==> src/rtl/rs_station_pkg.sv <==
// Shared defaults and constants for the reservation station slice.
// Tag value 0 marks an operand whose value is already present.
package rs_station_pkg;

  localparam int ROB_W_DEF  = 4;
  localparam int DATA_W_DEF = 32;
  localparam int PC_W_DEF   = 32;
  localparam int OP_W_DEF   = 6;
  localparam int N_CDB_DEF  = 2;

  localparam int TAG_READY = 0;

  localparam logic [OP_W_DEF-1:0] OP_ADD = 6'd1;
  localparam logic [OP_W_DEF-1:0] OP_SUB = 6'd2;
  localparam logic [OP_W_DEF-1:0] OP_AND = 6'd3;
  localparam logic [OP_W_DEF-1:0] OP_OR  = 6'd4;
  localparam logic [OP_W_DEF-1:0] OP_BEQ = 6'd5;
  localparam logic [OP_W_DEF-1:0] OP_BNE = 6'd6;

endpackage

==> src/rtl/rs_station_if.sv <==
// Dispatch, CDB and issue bundle of the reservation station.
// The station takes the slave side; dispatcher/CDB/execution unit the master side.
interface rs_station_if #(
  parameter int ROB_W  = rs_station_pkg::ROB_W_DEF,
  parameter int DATA_W = rs_station_pkg::DATA_W_DEF,
  parameter int PC_W   = rs_station_pkg::PC_W_DEF,
  parameter int OP_W   = rs_station_pkg::OP_W_DEF,
  parameter int N_CDB  = rs_station_pkg::N_CDB_DEF
) ();

  logic                    disp_valid_in;
  logic                    disp_ready_out;
  logic [OP_W-1:0]         disp_op_in;
  logic [ROB_W-1:0]        disp_qj_in;
  logic [ROB_W-1:0]        disp_qk_in;
  logic [DATA_W-1:0]       disp_vj_in;
  logic [DATA_W-1:0]       disp_vk_in;
  logic [DATA_W-1:0]       disp_imm_in;
  logic [ROB_W-1:0]        disp_dest_in;
  logic [PC_W-1:0]         disp_pc_in;

  logic [N_CDB-1:0]        cdb_valid_in;
  logic [N_CDB*ROB_W-1:0]  cdb_tag_in;
  logic [N_CDB*DATA_W-1:0] cdb_data_in;

  logic                    iss_valid_out;
  logic                    iss_ready_in;
  logic [OP_W-1:0]         iss_op_out;
  logic [DATA_W-1:0]       iss_vj_out;
  logic [DATA_W-1:0]       iss_vk_out;
  logic [DATA_W-1:0]       iss_imm_out;
  logic [ROB_W-1:0]        iss_dest_out;
  logic [PC_W-1:0]         iss_pc_out;

  modport slave (
    input  disp_valid_in, disp_op_in, disp_qj_in, disp_qk_in, disp_vj_in,
           disp_vk_in, disp_imm_in, disp_dest_in, disp_pc_in,
    output disp_ready_out,
    input  cdb_valid_in, cdb_tag_in, cdb_data_in,
    output iss_valid_out, iss_op_out, iss_vj_out, iss_vk_out, iss_imm_out,
           iss_dest_out, iss_pc_out,
    input  iss_ready_in
  );

  modport master (
    output disp_valid_in, disp_op_in, disp_qj_in, disp_qk_in, disp_vj_in,
           disp_vk_in, disp_imm_in, disp_dest_in, disp_pc_in,
    input  disp_ready_out,
    output cdb_valid_in, cdb_tag_in, cdb_data_in,
    input  iss_valid_out, iss_op_out, iss_vj_out, iss_vk_out, iss_imm_out,
           iss_dest_out, iss_pc_out,
    output iss_ready_in
  );

endinterface

==> src/rtl/rs_age_select.sv <==
// Oldest-ready selection: an entry wins when no other ready entry is older.
// age[j][i] set means entry j is older than entry i.
module rs_age_select #(
  parameter int DEPTH = 8
) (
  input  logic [DEPTH-1:0][DEPTH-1:0] age,
  input  logic [DEPTH-1:0]            ready,
  output logic [DEPTH-1:0]            grant,
  output logic                        valid
);

  for (genvar gi = 0; gi < DEPTH; gi++) begin : g_col
    logic [DEPTH-1:0] older;
    for (genvar gj = 0; gj < DEPTH; gj++) begin : g_row
      assign older[gj] = age[gj][gi];
    end
    assign grant[gi] = ready[gi] && !(|(older & ready));
  end

  assign valid = |ready;

endmodule

==> src/rtl/rs_station.sv <==
// Reservation station: holds renamed instructions, wakes operands from the CDBs
// and issues the oldest ready entry; a flush empties it in one cycle.
module rs_station
  import rs_station_pkg::*;
#(
  parameter int DEPTH  = 8,
  parameter int ROB_W  = ROB_W_DEF,
  parameter int DATA_W = DATA_W_DEF,
  parameter int PC_W   = PC_W_DEF,
  parameter int OP_W   = OP_W_DEF,
  parameter int N_CDB  = N_CDB_DEF
) (
  input  logic                   clk_in,
  input  logic                   rst_in,
  input  logic                   rdy_in,
  input  logic                   flush_in,
  rs_station_if.slave            bus,
  output logic [$clog2(DEPTH):0] occupancy_out
);

  localparam int IDX_W = $clog2(DEPTH);
  localparam int CNT_W = IDX_W + 1;
  localparam logic [ROB_W-1:0] TAG0 = ROB_W'(TAG_READY);

  logic [DEPTH-1:0]            busy_reg;
  logic [OP_W-1:0]             op_reg   [DEPTH];
  logic [ROB_W-1:0]            qj_reg   [DEPTH];
  logic [ROB_W-1:0]            qk_reg   [DEPTH];
  logic [DATA_W-1:0]           vj_reg   [DEPTH];
  logic [DATA_W-1:0]           vk_reg   [DEPTH];
  logic [DATA_W-1:0]           imm_reg  [DEPTH];
  logic [ROB_W-1:0]            dest_reg [DEPTH];
  logic [PC_W-1:0]             pc_reg   [DEPTH];
  logic [DEPTH-1:0][DEPTH-1:0] age_reg;
  logic [CNT_W-1:0]            occ_reg;

  logic [ROB_W-1:0]  cdb_tag  [N_CDB];
  logic [DATA_W-1:0] cdb_data [N_CDB];
  logic [ROB_W-1:0]  qj_next  [DEPTH];
  logic [ROB_W-1:0]  qk_next  [DEPTH];
  logic [DATA_W-1:0] vj_next  [DEPTH];
  logic [DATA_W-1:0] vk_next  [DEPTH];
  logic [ROB_W-1:0]  disp_qj_next, disp_qk_next;
  logic [DATA_W-1:0] disp_vj_next, disp_vk_next;

  logic [DEPTH-1:0] ready, grant;
  logic             grant_valid, iss_valid, disp_ready, alloc, fire;
  logic [IDX_W-1:0] sel_idx, free_idx;

  for (genvar gi = 0; gi < N_CDB; gi++) begin : g_cdb
    assign cdb_tag[gi]  = bus.cdb_tag_in[gi*ROB_W +: ROB_W];
    assign cdb_data[gi] = bus.cdb_data_in[gi*DATA_W +: DATA_W];
  end

  for (genvar gi = 0; gi < DEPTH; gi++) begin : g_ready
    assign ready[gi] = busy_reg[gi] && (qj_reg[gi] == TAG0) && (qk_reg[gi] == TAG0);
  end

  // Ports are scanned high to low so the lowest matching port has the last word.
  always_comb begin
    for (int i = 0; i < DEPTH; i++) begin
      qj_next[i] = qj_reg[i];
      vj_next[i] = vj_reg[i];
      qk_next[i] = qk_reg[i];
      vk_next[i] = vk_reg[i];
      for (int p = N_CDB - 1; p >= 0; p--) begin
        if (bus.cdb_valid_in[p] && qj_reg[i] != TAG0 && qj_reg[i] == cdb_tag[p]) begin
          qj_next[i] = TAG0;
          vj_next[i] = cdb_data[p];
        end
        if (bus.cdb_valid_in[p] && qk_reg[i] != TAG0 && qk_reg[i] == cdb_tag[p]) begin
          qk_next[i] = TAG0;
          vk_next[i] = cdb_data[p];
        end
      end
    end
    disp_qj_next = bus.disp_qj_in;
    disp_vj_next = bus.disp_vj_in;
    disp_qk_next = bus.disp_qk_in;
    disp_vk_next = bus.disp_vk_in;
    for (int p = N_CDB - 1; p >= 0; p--) begin
      if (bus.cdb_valid_in[p] && bus.disp_qj_in != TAG0 && bus.disp_qj_in == cdb_tag[p]) begin
        disp_qj_next = TAG0;
        disp_vj_next = cdb_data[p];
      end
      if (bus.cdb_valid_in[p] && bus.disp_qk_in != TAG0 && bus.disp_qk_in == cdb_tag[p]) begin
        disp_qk_next = TAG0;
        disp_vk_next = cdb_data[p];
      end
    end
  end

  always_comb begin
    free_idx = '0;
    for (int i = DEPTH - 1; i >= 0; i--) begin
      if (!busy_reg[i]) free_idx = IDX_W'(i);
    end
    sel_idx = '0;
    for (int i = 0; i < DEPTH; i++) begin
      if (grant[i]) sel_idx = IDX_W'(i);
    end
  end

  rs_age_select #(.DEPTH(DEPTH)) u_age_select (
    .age   (age_reg),
    .ready (ready),
    .grant (grant),
    .valid (grant_valid)
  );

  assign iss_valid  = rdy_in && grant_valid;
  assign disp_ready = rdy_in && !(&busy_reg);
  assign fire       = iss_valid && bus.iss_ready_in;
  assign alloc      = bus.disp_valid_in && disp_ready;

  assign bus.iss_valid_out  = iss_valid;
  assign bus.disp_ready_out = disp_ready;
  assign bus.iss_op_out     = op_reg[sel_idx];
  assign bus.iss_vj_out     = vj_reg[sel_idx];
  assign bus.iss_vk_out     = vk_reg[sel_idx];
  assign bus.iss_imm_out    = imm_reg[sel_idx];
  assign bus.iss_dest_out   = dest_reg[sel_idx];
  assign bus.iss_pc_out     = pc_reg[sel_idx];
  assign occupancy_out      = occ_reg;

  always_ff @(posedge clk_in) begin
    if (rst_in || flush_in) begin
      busy_reg <= '0;
      age_reg  <= '0;
      occ_reg  <= '0;
    end else if (rdy_in) begin
      for (int i = 0; i < DEPTH; i++) begin
        qj_reg[i] <= qj_next[i];
        vj_reg[i] <= vj_next[i];
        qk_reg[i] <= qk_next[i];
        vk_reg[i] <= vk_next[i];
      end
      if (fire) busy_reg[sel_idx] <= 1'b0;
      // New entry becomes the youngest: older than nobody, younger than every busy one.
      if (alloc) begin
        busy_reg[free_idx] <= 1'b1;
        op_reg[free_idx]   <= bus.disp_op_in;
        qj_reg[free_idx]   <= disp_qj_next;
        vj_reg[free_idx]   <= disp_vj_next;
        qk_reg[free_idx]   <= disp_qk_next;
        vk_reg[free_idx]   <= disp_vk_next;
        imm_reg[free_idx]  <= bus.disp_imm_in;
        dest_reg[free_idx] <= bus.disp_dest_in;
        pc_reg[free_idx]   <= bus.disp_pc_in;
        for (int i = 0; i < DEPTH; i++) begin
          age_reg[i][free_idx] <= busy_reg[i];
        end
        age_reg[free_idx] <= '0;
      end
      occ_reg <= occ_reg + CNT_W'(alloc) - CNT_W'(fire);
    end
  end

endmodule
==> src/flat_wrapper.sv <==
// flat-port wrapper written by rule: the top's interface ports become plain ports
module rs_station_flat import rs_station_pkg::*;
#(
  parameter int DEPTH  = 8,
  parameter int ROB_W  = ROB_W_DEF,
  parameter int DATA_W = DATA_W_DEF,
  parameter int PC_W   = PC_W_DEF,
  parameter int OP_W   = OP_W_DEF,
  parameter int N_CDB  = N_CDB_DEF
)
  (clk_in, rst_in, rdy_in, flush_in, occupancy_out, bus_disp_valid_in, bus_disp_op_in, bus_disp_qj_in, bus_disp_qk_in, bus_disp_vj_in, bus_disp_vk_in, bus_disp_imm_in, bus_disp_dest_in, bus_disp_pc_in, bus_disp_ready_out, bus_cdb_valid_in, bus_cdb_tag_in, bus_cdb_data_in, bus_iss_valid_out, bus_iss_op_out, bus_iss_vj_out, bus_iss_vk_out, bus_iss_imm_out, bus_iss_dest_out, bus_iss_pc_out, bus_iss_ready_in);
  rs_station_if #(.ROB_W(ROB_W), .DATA_W(DATA_W), .PC_W(PC_W), .OP_W(OP_W), .N_CDB(N_CDB)) bus_i ();
  input  logic clk_in;
  input  logic rst_in;
  input  logic rdy_in;
  input  logic flush_in;
  output logic [$clog2(DEPTH):0] occupancy_out;
  input wire logic [$bits(bus_i.disp_valid_in)-1:0] bus_disp_valid_in;
  input wire logic [$bits(bus_i.disp_op_in)-1:0] bus_disp_op_in;
  input wire logic [$bits(bus_i.disp_qj_in)-1:0] bus_disp_qj_in;
  input wire logic [$bits(bus_i.disp_qk_in)-1:0] bus_disp_qk_in;
  input wire logic [$bits(bus_i.disp_vj_in)-1:0] bus_disp_vj_in;
  input wire logic [$bits(bus_i.disp_vk_in)-1:0] bus_disp_vk_in;
  input wire logic [$bits(bus_i.disp_imm_in)-1:0] bus_disp_imm_in;
  input wire logic [$bits(bus_i.disp_dest_in)-1:0] bus_disp_dest_in;
  input wire logic [$bits(bus_i.disp_pc_in)-1:0] bus_disp_pc_in;
  output wire logic [$bits(bus_i.disp_ready_out)-1:0] bus_disp_ready_out;
  input wire logic [$bits(bus_i.cdb_valid_in)-1:0] bus_cdb_valid_in;
  input wire logic [$bits(bus_i.cdb_tag_in)-1:0] bus_cdb_tag_in;
  input wire logic [$bits(bus_i.cdb_data_in)-1:0] bus_cdb_data_in;
  output wire logic [$bits(bus_i.iss_valid_out)-1:0] bus_iss_valid_out;
  output wire logic [$bits(bus_i.iss_op_out)-1:0] bus_iss_op_out;
  output wire logic [$bits(bus_i.iss_vj_out)-1:0] bus_iss_vj_out;
  output wire logic [$bits(bus_i.iss_vk_out)-1:0] bus_iss_vk_out;
  output wire logic [$bits(bus_i.iss_imm_out)-1:0] bus_iss_imm_out;
  output wire logic [$bits(bus_i.iss_dest_out)-1:0] bus_iss_dest_out;
  output wire logic [$bits(bus_i.iss_pc_out)-1:0] bus_iss_pc_out;
  input wire logic [$bits(bus_i.iss_ready_in)-1:0] bus_iss_ready_in;
  assign bus_i.disp_valid_in = bus_disp_valid_in;
  assign bus_i.disp_op_in = bus_disp_op_in;
  assign bus_i.disp_qj_in = bus_disp_qj_in;
  assign bus_i.disp_qk_in = bus_disp_qk_in;
  assign bus_i.disp_vj_in = bus_disp_vj_in;
  assign bus_i.disp_vk_in = bus_disp_vk_in;
  assign bus_i.disp_imm_in = bus_disp_imm_in;
  assign bus_i.disp_dest_in = bus_disp_dest_in;
  assign bus_i.disp_pc_in = bus_disp_pc_in;
  assign bus_disp_ready_out = bus_i.disp_ready_out;
  assign bus_i.cdb_valid_in = bus_cdb_valid_in;
  assign bus_i.cdb_tag_in = bus_cdb_tag_in;
  assign bus_i.cdb_data_in = bus_cdb_data_in;
  assign bus_iss_valid_out = bus_i.iss_valid_out;
  assign bus_iss_op_out = bus_i.iss_op_out;
  assign bus_iss_vj_out = bus_i.iss_vj_out;
  assign bus_iss_vk_out = bus_i.iss_vk_out;
  assign bus_iss_imm_out = bus_i.iss_imm_out;
  assign bus_iss_dest_out = bus_i.iss_dest_out;
  assign bus_iss_pc_out = bus_i.iss_pc_out;
  assign bus_i.iss_ready_in = bus_iss_ready_in;
  rs_station #(.DEPTH(DEPTH), .ROB_W(ROB_W), .DATA_W(DATA_W), .PC_W(PC_W), .OP_W(OP_W), .N_CDB(N_CDB)) u_core (.clk_in(clk_in), .rst_in(rst_in), .rdy_in(rdy_in), .flush_in(flush_in), .bus(bus_i), .occupancy_out(occupancy_out));
endmodule
==> config.mk <==
export PLATFORM = sky130hd
export DESIGN_NAME = rs_station_flat
export DESIGN_NICKNAME = d
export VERILOG_FILES = /design/src/rtl/rs_station_pkg.sv /design/src/rtl/rs_station_if.sv /design/src/rtl/rs_age_select.sv /design/src/rtl/rs_station.sv /design/src/flat_wrapper.sv
export SDC_FILE = /design/constraint.sdc
export NUM_CORES = 2
export LEC_CHECK = 0
export BUFFER_PORTS_ARGS = -buffer_cell sky130_fd_sc_hd__buf_4
export CORE_ASPECT_RATIO = 1.75
export CORE_MARGIN = 2
export CORE_UTILIZATION = 61
export DETAILED_ROUTE_END_ITERATION = 8
export GPL_ROUTABILITY_DRIVEN = 1
export PLACE_DENSITY = 0.8
export RECOVER_POWER = 50
export SLEW_MARGIN = 10
export SYNTH_ARGS = -nofsm -noshare
export SYNTH_HDL_FRONTEND = slang
export SYNTH_HIERARCHICAL = 1
export SYNTH_SLANG_ARGS = --single-unit
==> constraint.sdc <==
create_clock -name clk_in -period 6.4 [get_ports clk_in]
set_input_delay 1.28 -clock clk_in [delete_from_list [all_inputs] [get_ports clk_in]]
set_output_delay 1.28 -clock clk_in [all_outputs]
set_load 0.03 [all_outputs]
==> reports/qor.yml <==
overflow: 0
worst_pin_slew_ns: 2.974
min_period_ns: 6.292
cpPeakStageDelay_ns: 1.76
clkSinkCount: 1236
cpLargestDelayFamily: "compound AO/OA/AOI/OAI gates"
hp-class: "reg2reg"
layout_commonest_cell: "edfxtp_1"
internal_power_mw: 13.08
sw_frac_of_total_pct: 21.50
first_pass_iters: 9
grtUsageTotal_pct: 36.92
syn_to_final_growth_pct: 12.01
failed_checks: "capacitance limit, slew limit"
worstSetupStartpointType: "input pin"
drive_gt1_share_pct: 17.27
die_w_um: 239.1
gp_congestion: 0.9111
rsz0062_at_grt: "false"
io_pins: 370
status: "finished, violations left"
layout_common_cells: "1168 x edfxtp_1, 571 x mux2i_1, 374 x buf_4"
pwr-share-clk_pct: 41.0
switching_power_mw: 3.583
antenna_found_initial: 18
num-fill-cells: 6628
syn_area_um2: 58980
cp_data_required_time_ns: 6.78
vdd_drop_max_uv: 328.5
fp-row-count: 150
drc_errors: 0
worst_skew_pair.late_latency_ns: 0.71
syn_inst: 4574
post-dp-hpwl_um: 106700
powerDensity_nw_per_um2: 252.3
core_um2: 95720
fmax_mhz: 158.9
holdPathStages: 2
worstPathCellList: "clkbuf_1, nand4_1, a2111oi_0, nand3_1, clkbuf_1, o21ai_1, clkbuf_2"
viasPerCell: 7.220
vias: 43520
r2r_slack_ns: 0.66
io_buffers: 369
multi_input_area_um2: 20580
crit_type: "in2reg"
hold_ws_ns: 0.4387
htreeDepth: 3
holdBufCountCts: 0
syn_nets: 4805
grt_pass1_wl_um: 271100
cp_slowest_cell: "o21ai_1"
p_leak_nw: 20.46
numCtsBuffers: 107
finalSetupViolCount: 0
routed_wl_um: 187000
setup_tns_ns: 0
grt_max_degree: 141
drt_iter0_drc: 6507
antenna_left: 0
crit_path_max_fanout: 20
clkTransAtPathRegs_ns: 0.06
slew_violations: 746
dieArea_um2: 99290
start_util_pct: 61.62
rr_worst_depth: 6
ys_warn_count: 6
final-hold-violation-count: 0
finalCritPeriodShare_pct: 98.31
rr_endpoint: "u_core/vk_reg[6][30]"
endpoint_kind: "flop"
skew_ns: 0.02616
cp_data_arrival_time_ns: 6.67
register_area_um2: 36430
maxCapViolCount: 19
worst_r2r_startpoint: "u_core/busy_reg[4]"
post-cts-setup-buffer-count: 0
crit_top_cell: "clkbuf_1"
p_comb_share_pct: 5.7
die_y_um: 415.4
fin_nets: 4946
ctsRootBufferMaster: "clkbuf_16"
cts_tree: "yes"
synth_area_per_cell_um2: 12.90
post_drt_wl_per_cell_um: 31.02
holdPathEnd: "u_core/age_reg[63]"
min_from: "u_core/age_reg[63]"
crit_buf_inv: 3
maxSlewHeadroom_pct: -99.59
grt_pass1_vias: 43350
power_frac_seq_pct: 53.3
clockBufferDepth: 3
[routing by layer]
metal | share of wire (%) | global-route usage (%) | wire length [um]
met3 | 14 | 10.17 | 26020
met2 | 47 | 58.78 | 87280
met4 | 5.9 | 21.10 | 11030
met1 | 33 | 45.31 | 62530
met5 | 0.072 | 0 | 134
[cell type report]
cell class	count	area share [%]
diodes	7	0.02651
clock buffers	126	4.193
clock inverters	73	1.401
inverters	53	0.3560
multi-input cells	2823	31.15
flip-flops and latches	1236	55.15
well taps	1216	2.303
repair buffers	494	5.420
[worst register-to-register path, cell delays in order (launching register included)]
cell	delay, ns
dfxtp_1	0.57
nand2_1	0.20
a2111oi_0	1.44
nand3_1	0.21
clkbuf_1	0.58
o21ai_1	1.77
clkbuf_2	0.63
[how the worst max path moves through the flow]
stage	start	slack (ns)	end	cells after the start
after floorplan	bus_cdb_tag_in[7]	1.17	u_core/vk_reg[6][0]	6
after global placement	u_core/qk_reg[6][1]	0.87	bus_iss_pc_out[6]	15
after detailed placement	u_core/qk_reg[6][1]	0.78	bus_iss_pc_out[15]	15
final	rdy_in	0.11	u_core/vk_reg[6][30]	7
after global routing	u_core/qk_reg[3][1]	0.02	bus_iss_pc_out[8]	17
after CTS	u_core/qk_reg[3][1]	0.02	bus_iss_pc_out[15]	15
[per-stage QoR]
step | setup WS (ns) | cells | total power [mW] | util (%) | cell area, um2
2_1_floorplan | 1.172 | 4574 | 9.598 | - | 58980
3_3_place_gp | 0.8672 | 5822 | 9.956 | 65.61 | 62800
3_5_place_dp | 0.7761 | 5822 | 9.989 | 65.61 | 62800
4_1_cts | 0.01855 | 6021 | 16.69 | 69.47 | 66500
5_1_grt | 0.02236 | 6024 | 17.02 | 69.01 | 66060
6_report | 0.1080 | 6028 | 16.67 | 69.02 | 66070
[repair_timing]
action                                  in CTS  in global routing
endpoints found under the setup margin       2                 77
cloned                                       0                  0
gates resized for setup                      1                 12
[power groups by stage]
stage	Sequential (mW)	Combinational, mW	Clock (mW)
after floorplan	9.05	0.544	0
after global placement	9.05	0.904	0
after detailed placement	9.05	0.936	0
after CTS	8.88	0.941	6.87
after global routing	8.88	1.01	7.14
final	8.88	0.946	6.84
Power figures use the tool's default switching activity.
